### config.mk
export PLATFORM = sky130hd
export DESIGN_NAME = izh_neuron_array
export DESIGN_NICKNAME = d
export VERILOG_FILES = /design/src/rtl/izh_neuron_array.sv
export SDC_FILE = /design/constraint.sdc
export NUM_CORES = 2
export LEC_CHECK = 0
export CAP_MARGIN = 25
export CORE_MARGIN = 2
export CORE_UTILIZATION = 38
export DETAILED_ROUTE_END_ITERATION = 8
export GPL_TIMING_DRIVEN = 0
export MAX_ROUTING_LAYER = met4
export PLACE_DENSITY_LB_ADDON = 0.15
export SLEW_MARGIN = 20
export SYNTH_ARGS = -nofsm -noshare
export SYNTH_HDL_FRONTEND = slang
export SYNTH_SLANG_ARGS = --single-unit
### constraint.sdc
create_clock -name clk -period 27.2 [get_ports clk]
set_input_delay 6.8 -clock clk [delete_from_list [all_inputs] [get_ports clk]]
set_output_delay 6.8 -clock clk [all_outputs]
set_load 0.01 [all_outputs]
### src/rtl/izh_neuron_array.sv
// Time-multiplexed array of Izhikevich neurons sharing one fixed-point Euler
// datapath; spikes leave as indexed events over a valid/ready handshake.
module izh_neuron_array #(
  parameter int N_NEURONS = 4,
  parameter int V_WIDTH   = 16,
  parameter int FRAC      = 7,
  parameter int DT_SHIFT  = 4,
  localparam int IDX_W    = (N_NEURONS > 1) ? $clog2(N_NEURONS) : 1
) (
  input  logic             clk,
  input  logic             reset,
  input  logic             enable,
  input  logic             cfg_we,
  input  logic [IDX_W-1:0] cfg_addr,
  input  logic [2:0]       cfg_sel,
  input  logic [7:0]       cfg_data,
  input  logic             step_start,
  output logic             busy,
  output logic             step_done,
  output logic             spike_valid,
  output logic [IDX_W-1:0] spike_idx,
  input  logic             spike_ready,
  input  logic [IDX_W-1:0] mon_sel,
  output logic [7:0]       membrane_out
);

  localparam int W2 = 2 * V_WIDTH + 4;
  localparam logic signed [W2-1:0] SAT_MAX = {{(W2 - V_WIDTH + 1){1'b0}}, {(V_WIDTH - 1){1'b1}}};
  localparam logic signed [W2-1:0] SAT_MIN = ~SAT_MAX;
  localparam logic signed [W2-1:0] K5      = W2'(5);
  localparam logic signed [W2-1:0] K140S   = W2'(140 * (2 ** FRAC));
  localparam logic signed [V_WIDTH-1:0] V_PEAK = V_WIDTH'(30 * (2 ** FRAC));
  localparam logic signed [V_WIDTH-1:0] V_REST = V_WIDTH'(-70 * (2 ** FRAC));
  localparam logic signed [V_WIDTH+1:0] MEM_OFS = (V_WIDTH + 2)'(70);
  localparam logic signed [V_WIDTH+1:0] MEM_MAX = (V_WIDTH + 2)'(255);
  localparam logic [IDX_W:0]   N_L      = (IDX_W + 1)'(N_NEURONS);
  localparam logic [IDX_W-1:0] LAST_IDX = IDX_W'(N_NEURONS - 1);

  typedef enum logic [2:0] {
    S_IDLE, S_LOAD, S_CALC, S_WB, S_EMIT, S_DONE
  } state_t;

  state_t state, state_nx;

  logic signed [V_WIDTH-1:0] v_mem [N_NEURONS];
  logic signed [V_WIDTH-1:0] u_mem [N_NEURONS];
  logic [7:0]                a_mem [N_NEURONS];
  logic [7:0]                b_mem [N_NEURONS];
  logic signed [7:0]         c_mem [N_NEURONS];
  logic [7:0]                d_mem [N_NEURONS];
  logic [7:0]                stim_mem [N_NEURONS];

  logic [IDX_W-1:0]          idx;
  logic signed [V_WIDTH-1:0] v_r, u_r, v_nx_r, u_nx_r;
  logic [7:0]                a_r, b_r, d_r, stim_r;
  logic signed [7:0]         c_r;

  logic signed [W2-1:0]      v_s, u_s, a_s, b_s, d_s, stim_s;
  logic signed [W2-1:0]      dv_full, bv_term, du_full;
  logic signed [V_WIDTH-1:0] dv_sat, du_sat, v_nx, u_nx, v_spk, u_spk;
  logic                      spike, last;

  logic signed [V_WIDTH-1:0] v_mon;
  logic signed [V_WIDTH+1:0] mon_ext, mem_lvl;

  function automatic logic signed [V_WIDTH-1:0] sat(input logic signed [W2-1:0] x);
    if (x > SAT_MAX)      return SAT_MAX[V_WIDTH-1:0];
    else if (x < SAT_MIN) return SAT_MIN[V_WIDTH-1:0];
    else                  return x[V_WIDTH-1:0];
  endfunction

  // Shared Euler datapath, evaluated on the operands latched in LOAD.
  always_comb begin
    v_s     = W2'(v_r);
    u_s     = W2'(u_r);
    a_s     = W2'($signed({1'b0, a_r}));
    b_s     = W2'($signed({1'b0, b_r}));
    d_s     = W2'($signed({1'b0, d_r}));
    stim_s  = W2'($signed({1'b0, stim_r}));
    dv_full = ((K5 * v_s * v_s) >>> (FRAC + 7)) + K5 * v_s + K140S + (stim_s <<< FRAC) - u_s;
    dv_sat  = sat(dv_full);
    bv_term = (b_s * v_s) >>> 8;
    du_full = (a_s * (bv_term - u_s)) >>> 8;
    du_sat  = sat(du_full);
    v_nx    = sat(v_s + (W2'(dv_sat) >>> DT_SHIFT));
    u_nx    = sat(u_s + (W2'(du_sat) >>> DT_SHIFT));
    spike   = (v_nx_r >= V_PEAK);
    v_spk   = V_WIDTH'(c_r) <<< FRAC;
    u_spk   = sat(W2'(u_nx_r) + (d_s <<< FRAC));
    last    = (idx == LAST_IDX);
  end

  always_ff @(posedge clk) begin
    if (reset) state <= S_IDLE;
    else if (enable) state <= state_nx;
  end

  always_comb begin
    state_nx = state;
    case (state)
      S_IDLE: if (step_start) state_nx = S_LOAD;
      S_LOAD: state_nx = S_CALC;
      S_CALC: state_nx = S_WB;
      S_WB: begin
        if (spike)     state_nx = S_EMIT;
        else if (last) state_nx = S_DONE;
        else           state_nx = S_LOAD;
      end
      S_EMIT: if (spike_ready) state_nx = last ? S_DONE : S_LOAD;
      S_DONE: state_nx = S_IDLE;
      default: state_nx = S_IDLE;
    endcase
  end

  always_comb begin
    busy        = (state != S_IDLE);
    step_done   = (state == S_DONE);
    spike_valid = (state == S_EMIT);
    spike_idx   = spike_valid ? idx : '0;
  end

  // Configuration is only writable between steps, so a step never sees a
  // half-updated parameter set.
  always_ff @(posedge clk) begin
    if (reset) begin
      for (int i = 0; i < N_NEURONS; i++) begin
        v_mem[i]    <= V_REST;
        u_mem[i]    <= '0;
        a_mem[i]    <= 8'd5;
        b_mem[i]    <= 8'd51;
        c_mem[i]    <= -8'sd65;
        d_mem[i]    <= 8'd8;
        stim_mem[i] <= '0;
      end
      idx    <= '0;
      v_r    <= '0;
      u_r    <= '0;
      a_r    <= '0;
      b_r    <= '0;
      c_r    <= '0;
      d_r    <= '0;
      stim_r <= '0;
      v_nx_r <= '0;
      u_nx_r <= '0;
    end else if (enable) begin
      case (state)
        S_IDLE: begin
          if (cfg_we && ({1'b0, cfg_addr} < N_L)) begin
            case (cfg_sel)
              3'd0: a_mem[cfg_addr]    <= cfg_data;
              3'd1: b_mem[cfg_addr]    <= cfg_data;
              3'd2: c_mem[cfg_addr]    <= $signed(cfg_data);
              3'd3: d_mem[cfg_addr]    <= cfg_data;
              3'd4: stim_mem[cfg_addr] <= cfg_data;
              default: ;
            endcase
          end
          if (step_start) idx <= '0;
        end
        S_LOAD: begin
          v_r    <= v_mem[idx];
          u_r    <= u_mem[idx];
          a_r    <= a_mem[idx];
          b_r    <= b_mem[idx];
          c_r    <= c_mem[idx];
          d_r    <= d_mem[idx];
          stim_r <= stim_mem[idx];
        end
        S_CALC: begin
          v_nx_r <= v_nx;
          u_nx_r <= u_nx;
        end
        S_WB: begin
          v_mem[idx] <= spike ? v_spk : v_nx_r;
          u_mem[idx] <= spike ? u_spk : u_nx_r;
          if (!spike && !last) idx <= idx + 1'b1;
        end
        S_EMIT: if (spike_ready && !last) idx <= idx + 1'b1;
        default: ;
      endcase
    end
  end

  always_comb begin
    v_mon = V_REST;
    if ({1'b0, mon_sel} < N_L) v_mon = v_mem[mon_sel];
    mon_ext = (V_WIDTH + 2)'(v_mon >>> FRAC);
    mem_lvl = (mon_ext + MEM_OFS) <<< 1;
    if (mem_lvl[V_WIDTH+1])      membrane_out = 8'd0;
    else if (mem_lvl > MEM_MAX)  membrane_out = 8'd255;
    else                         membrane_out = mem_lvl[7:0];
  end

endmodule

After elaboration in Yosys (flattened, before gate mapping)
Memory sizes are Yosys's and may differ from the RTL's. A register that Yosys moved wholly into a read port is not among the register bits. Cells that the tools add are included.

Add/subtract/negate cells: 10. $mul: 4. Div/mod/pow operators: 0. Magnitude comparators: 12. Equal/unequal tests: 14. Shifts and indexed selects: 0. Mux-type cells: 81. Bitwise gates (word level): 0. Reduce and logical (&&, ||, !) cells: 19.

Operators by type and width (count): 16-bit 2-to-1 mux (14); 8-bit 2-to-1 mux (7); 17-bit by 16-bit greater-than comparator with 1-bit output (second input constant) (3); 17-bit by 16-bit < comparator with 1-bit output (second input constant) (3); 1-bit 2-to-1 mux (43); 8-bit OR reduction (5); 20-bit by 16-bit multiplier with 36-bit output (1); 16-bit by 12-bit adder with 17-bit output (2); 16-bit OR reduction (2); 9-bit by 18-bit multiplier with 27-bit output (1); 26-bit by 16-bit greater-than comparator with 1-bit output (second input constant) (1); 26-bit by 16-bit < comparator with 1-bit output (second input constant) (1); 25-bit by 16-bit subtractor with 26-bit output (1); 24-bit by 16-bit adder with 25-bit output (1); 9-bit by 16-bit multiplier with 25-bit output (1); 23-bit by 16-bit adder with 24-bit output (second input constant) (1); 22-bit by 20-bit adder with 23-bit output (1); 2-bit 2-to-1 mux (11); 4-bit by 16-bit multiplier with 20-bit output (first input constant) (1); 19-bit by 16-bit greater-than comparator with 1-bit output (second input constant) (1); 19-bit by 16-bit < comparator with 1-bit output (second input constant) (1); 17-bit by 16-bit subtractor with 18-bit output (1); 16-bit by 16-bit adder with 17-bit output (1); 16-bit by 13-bit >= comparator with 1-bit output (second input constant) (1); 19 further kinds (35).

Bits in registers: 37. Latch bits: 0. Memory bits (writable): 288. Bits in read-only memories: 0. Bits of input ports: 21. Memories kept: 7.

Memories: u_mem (words 4, bits a word 16, rd ports 1, clocked after Yosys merged registers in 1, wr ports 4, line 46) `logic signed [V_WIDTH-1:0] u_mem [N_NEURONS];`; v_mem (words 4, bits a word 16, rd ports 2, clocked after Yosys merged registers in 1, wr ports 4, line 45) `logic signed [V_WIDTH-1:0] v_mem [N_NEURONS];`; a_mem (words 4, bits a word 8, rd ports 1, clocked after Yosys merged registers in 1, wr ports 4, line 47) `logic [7:0] a_mem [N_NEURONS];`; b_mem (words 4, bits a word 8, rd ports 1, clocked after Yosys merged registers in 1, wr ports 4, line 48) `logic [7:0] b_mem [N_NEURONS];`; c_mem (words 4, bits a word 8, rd ports 1, clocked after Yosys merged registers in 1, wr ports 4, line 49) `logic signed [7:0] c_mem [N_NEURONS];`; d_mem (words 4, bits a word 8, rd ports 1, clocked after Yosys merged registers in 1, wr ports 4, line 50) `logic [7:0] d_mem [N_NEURONS];`; 1 more memories.

Logic depth before layout (Yosys ltp)
Word-level depth: 13. Mapped depth: 67. Depth with buffers taken out: 63.

Least setup slack after synthesis
Ideal clock, no wire load.

Kind: input to output. Start: in mon_sel[0]. End: out membrane_out[3]. Data arrival time: 9.321 ns. Setup slack: 11.079 ns. Stages on the path: 13. Buffers on the path: 2. Cells stage by stage: buf_2 mux4_2 inv_1 ha_1 nand3b_1 inv_1 a21oi_1 nand2b_1 and2_1 clkbuf_1 inv_1 ha_1 a21oi_1.

Word-level cells in the longest chain between the ends: 5.

RTL lines: start: declaration (line 23) `input logic [IDX_W-1:0] mon_sel,`; memory 4 x 16 bit (*); 9-bit by 8-bit adder with 10-bit output (*) (line 188) `mem_lvl = (mon_ext + MEM_OFS) <<< 1;`; 11-bit by 9-bit greater-than comparator with 1-bit output (line 190) `else if (mem_lvl > MEM_MAX) membrane_out = 8'd255;`; 8-bit 2-to-1 mux (line 190); 8-bit 2-to-1 mux (*) (line 189) `if (mem_lvl[V_WIDTH+1]) membrane_out = 8'd0;`; end: declaration (line 24) `output logic [7:0] membrane_out`.

Every way passes the cells marked *; elsewhere a longest branch is shown, timed or not.

Worst setup path after layout
Start: reg v_r[2], read port of v_mem. End: reg v_nx_r[2].

Word-level cells in the longest chain between the ends: 13. Elaborated cells between the ends (all ways): 15. Those cells by class: add/sub: 5; mul: 2; order compare: 4; mux: 4.

RTL lines: start: declaration (line 54) `logic signed [V_WIDTH-1:0] v_r, u_r, v_nx_r, u_nx_r;`; 4-bit by 16-bit multiplier with 20-bit output (line 80) `dv_full = ((K5 * v_s * v_s) >>> (FRAC + 7)) + K5 * v_s + K140S + (stim_s <<< FRAC) - u_s;`; 20-bit by 16-bit multiplier with 36-bit output (line 80); 22-bit by 20-bit adder with 23-bit output (line 80); 23-bit by 16-bit adder with 24-bit output (line 80); 24-bit by 16-bit adder with 25-bit output (line 80); 25-bit by 16-bit subtractor with 26-bit output (line 80); 26-bit by 16-bit < comparator with 1-bit output (line 68) `else if (x < SAT_MIN) return SAT_MIN[V_WIDTH-1:0];`; 16-bit 2-to-1 mux (line 68); 16-bit 2-to-1 mux (line 67) `if (x > SAT_MAX) return SAT_MAX[V_WIDTH-1:0];`; 16-bit by 12-bit adder with 17-bit output (*) (line 85) `v_nx = sat(v_s + (W2'(dv_sat) >>> DT_SHIFT));`; 17-bit by 16-bit < comparator with 1-bit output (line 68); 16-bit 2-to-1 mux (line 68); 16-bit 2-to-1 mux (*) (line 67); end signal: assignment (line 170) `v_nx_r <= v_nx;`; end: declaration (line 54).

Marks and branches as above. A chain may end at the register's enable or synchronous reset.

==> results by group <==
Run status
  – Status: completed

Synth
  – Ys Warns: 0
  – Syn Inst Count: 4528
  – Area contributors post-synth: fa_1, edfxtp_1, ha_1
  – Ys async rst share: 0%
  – Seq cells post-synth: 397
  – Share of the synthesized area in the top cell type: 25.7%
  – Synth Flop Type: edfxtp_1
  – Syn_nets: 5454
  – Register area share after synthesis: 24.6%
  – Syn avg cell area: 9.74 um2
  – Most frequent cell after synthesis: inv_1
  – Yosys top cell by area: fa_1
  – Mapped Area: 44100 um2
  – Post-synth EDFFs: 288
  – Library cells used by synthesis: 97
  – Synth cell count leaders: inv_1, fa_1, nand2_1

STA
  – Final Hold Viols: 0
  – Final Critical Period: 18.13 ns
  – Max transition margin: 28.9%
  – Fmax: 55.2 MHz
  – Pins over their slew limit: 0
  – Final setup fails: 0
  – Period utilization: 66.7%
  – RSZ-0062 raised after global routing: no
  – Slew @ Worst Pin: 1.06 ns
  – Setup ws final: 9.07 ns
  – Layout Skew: 0.0296 ns
  – Setup TNS: 0 ns

Route
  – WL per Instance: 20.7 um
  – DR vias: 31200
  – Drt total wl: 127000 um
  – DRT Pass-1 Iters: 6
  – Met1 Routed Length: 59300 um
  – Post-route ant nets: 0
  – Detail Route met2 WL: 58200 um
  – Met3 wire len: 5970 um
  – Initial DRC count: 2088
  – Detailed-route vias per instance: 5.09
  – Max Used Layer: met4
  – Drt drc: 0

Die
  – Area of the die: 119000 um2
  – Die Y: 345 um
  – Core ar.: 115000 um2
  – Row Count: 124
  – I/O pin total: 34
  – Starting Density: 38.5%
  – Die width: 345 um

Clock tree
  – TritonCTS clock tree: yes
  – Post_cts resized: 0
  – Total clock sinks: 397
  – Worst skew pair latency: 0.56 ns
  – H-tree depth: 2
  – Clock Tree Root: clkbuf_16
  – CTS Buffer Depth: 3
  – Clock transition at the registers of the reported paths: 0.07 ns
  – Post-CTS setup buffer count: 0
  – Hold_buf cts: 0
  – TritonCTS Buffers: 38

Global route
  – Global-route wire length before repair: 198000 um
  – Number of global-route vias before repair: 32600
  – Gr ovfl total: 0
  – Initial antenna violation count: 5
  – Largest net degree at the start of global routing: 22
  – GRT Util Overall: 22.8%

Setup path
  – R2R depth: 67
  – Delay of the slowest cell on the worst path: 0.84 ns
  – CP top delay family: compound AO/OA/AOI/OAI gates
  – Crit Path Class: flip-flop to flip-flop
  – CP Max Fanout: 12
  – Setup crit end kind: flip-flop
  – R2R setup slack: 9.07 ns
  – Worst endpoint required time: 27.64 ns
  – Most common cell on crit path: fa_1
  – Worst Setup Start Kind: flip-flop
  – CP max stage cell: dfxtp_1
  – CP bufs+invs: 12
  – Worst Path Arrival: 18.58 ns
  – Crit. path cell count: 67

Flow run
  – Max-Cap Viols: 0

Finish
  – # fillers: 11400
  – Post-route design area: 47700 um2
  – Finished Core Util: 41.6%
  – Area Growth Syn to Fin: 8.10%
  – Nets: 5526
  – Layout cells sized above 1: 5.79%

Placed design
  – Detail Placement HPWL: 103000 um
  – Post-DP Area: 46400 um2
  – IO buf count: 24
  – DP Worst Slack: 9.41 ns
  – GPL Wtd Cong: 0.875

Pwr
  – Peak VDD IR: 0.0501 mV
  – Pwr Density: 49.3 nW/um2
  – Leakage: 21.1 nW

Hold path
  – Hold/Removal Path Class: flip-flop to flip-flop
  – Hold Crit Depth: 2
==> cell usage in the layout (no fill, tap or decap), types with 11 or more instances in the layout <==
cell type / instances
clkdlybuf4s50_1: 24
and2_1: 338
o21ai_0: 78
clkbuf_16: 39
nand2b_1: 59
nor2b_1: 29
o211ai_1: 11
clkbuf_1: 193
dfxtp_1: 109
buf_2: 11
nor3_1: 52
ha_1: 338
o21a_1: 30
o21bai_1: 21
or2_2: 34
o21ai_2: 11
fa_1: 567
edfxtp_1: 288
inv_1: 807
nand2_1: 517
xnor2_1: 91
a31oi_1: 13
a211oi_1: 37
and3_1: 58
a21o_1: 35
xor2_1: 44
o21ai_1: 18
a21oi_1: 200
mux4_2: 81
nor2_1: 231
or3_1: 31
nand3_1: 31
==> per-layer routing <==
| metal | vias up | global-route usage, % |
|---|---|---|
| met5 | - | - |
| met4 | 0 | 6.21 |
| met3 | 147 | 2.14 |
| met2 | 698 | 35.7 |
| met1 | 15700 | 31.6 |
| li1 | 14700 | - |
==> sequential cells by signal (all words and copies together), names as in the netlist, 16 cells and up <==
name      cells
stim_mem     32
d_mem        32
v_nx_r       16
b_mem        32
u_r          16
u_mem        64
c_mem        32
u_nx_r       16
v_mem        64
a_mem        32
v_r          16
==> cells by family after synthesis <==
kind of cell / share of synthesized area [%]
buf+inv: 8.82
simple gates: 16.0
xor+xnor: 2.74
mux: 4.33
compound gates: 8.23
flops: 24.6
fa+ha+maj: 35.4
==> where the power goes <==
part	switching (mW)	internal [mW]
registers	0.0160	0.666
clock network	0.240	0.307
logic	0.702	0.418
total	0.958	1.39
==> layout make-up <==
class,count,area (um2),share of cell area [%]
Sequential cell,397,10800,22.7
Antenna cell,1,2.50,0.00525
Buffer,215,860,1.80
Clock buffer,51,1070,2.25
Tap cell,1512,1890,3.97
Clock inverter,18,183,0.383
Inverter,808,3030,6.36
Multi-Input combinational cell,3108,29400,61.7
Timing Repair Buffer,32,388,0.814
==> through the flow <==
stage	hold slack [ns]	power, mW	instances
after floorplan	0.436	1.50	4528
after global placement	0.444	1.80	6064
after detailed placement	0.450	1.80	6070
after CTS	0.461	2.36	6139
after global routing	0.486	2.50	6141
final	0.461	2.35	6142
==> tightest hold or removal path: stages, from the launching register on <==
cell and delay (ns):
dfxtp_1 0.31, nand2_1 0.05, a21oi_1 0.05
==> worst paths after layout <==
kind                            endpoint                    from
setup / recovery  v_nx_r[2]$_SDFFE_PP0P_     v_r[2]$_SDFFE_PP0P_
hold / removal    stim_r[7]$_SDFFE_PP0P_  stim_r[7]$_SDFFE_PP0P_
setup reg to reg  v_nx_r[2]$_SDFFE_PP0P_     v_r[2]$_SDFFE_PP0P_
hold reg to reg   stim_r[7]$_SDFFE_PP0P_  stim_r[7]$_SDFFE_PP0P_
Power figures use the tool's default switching activity.
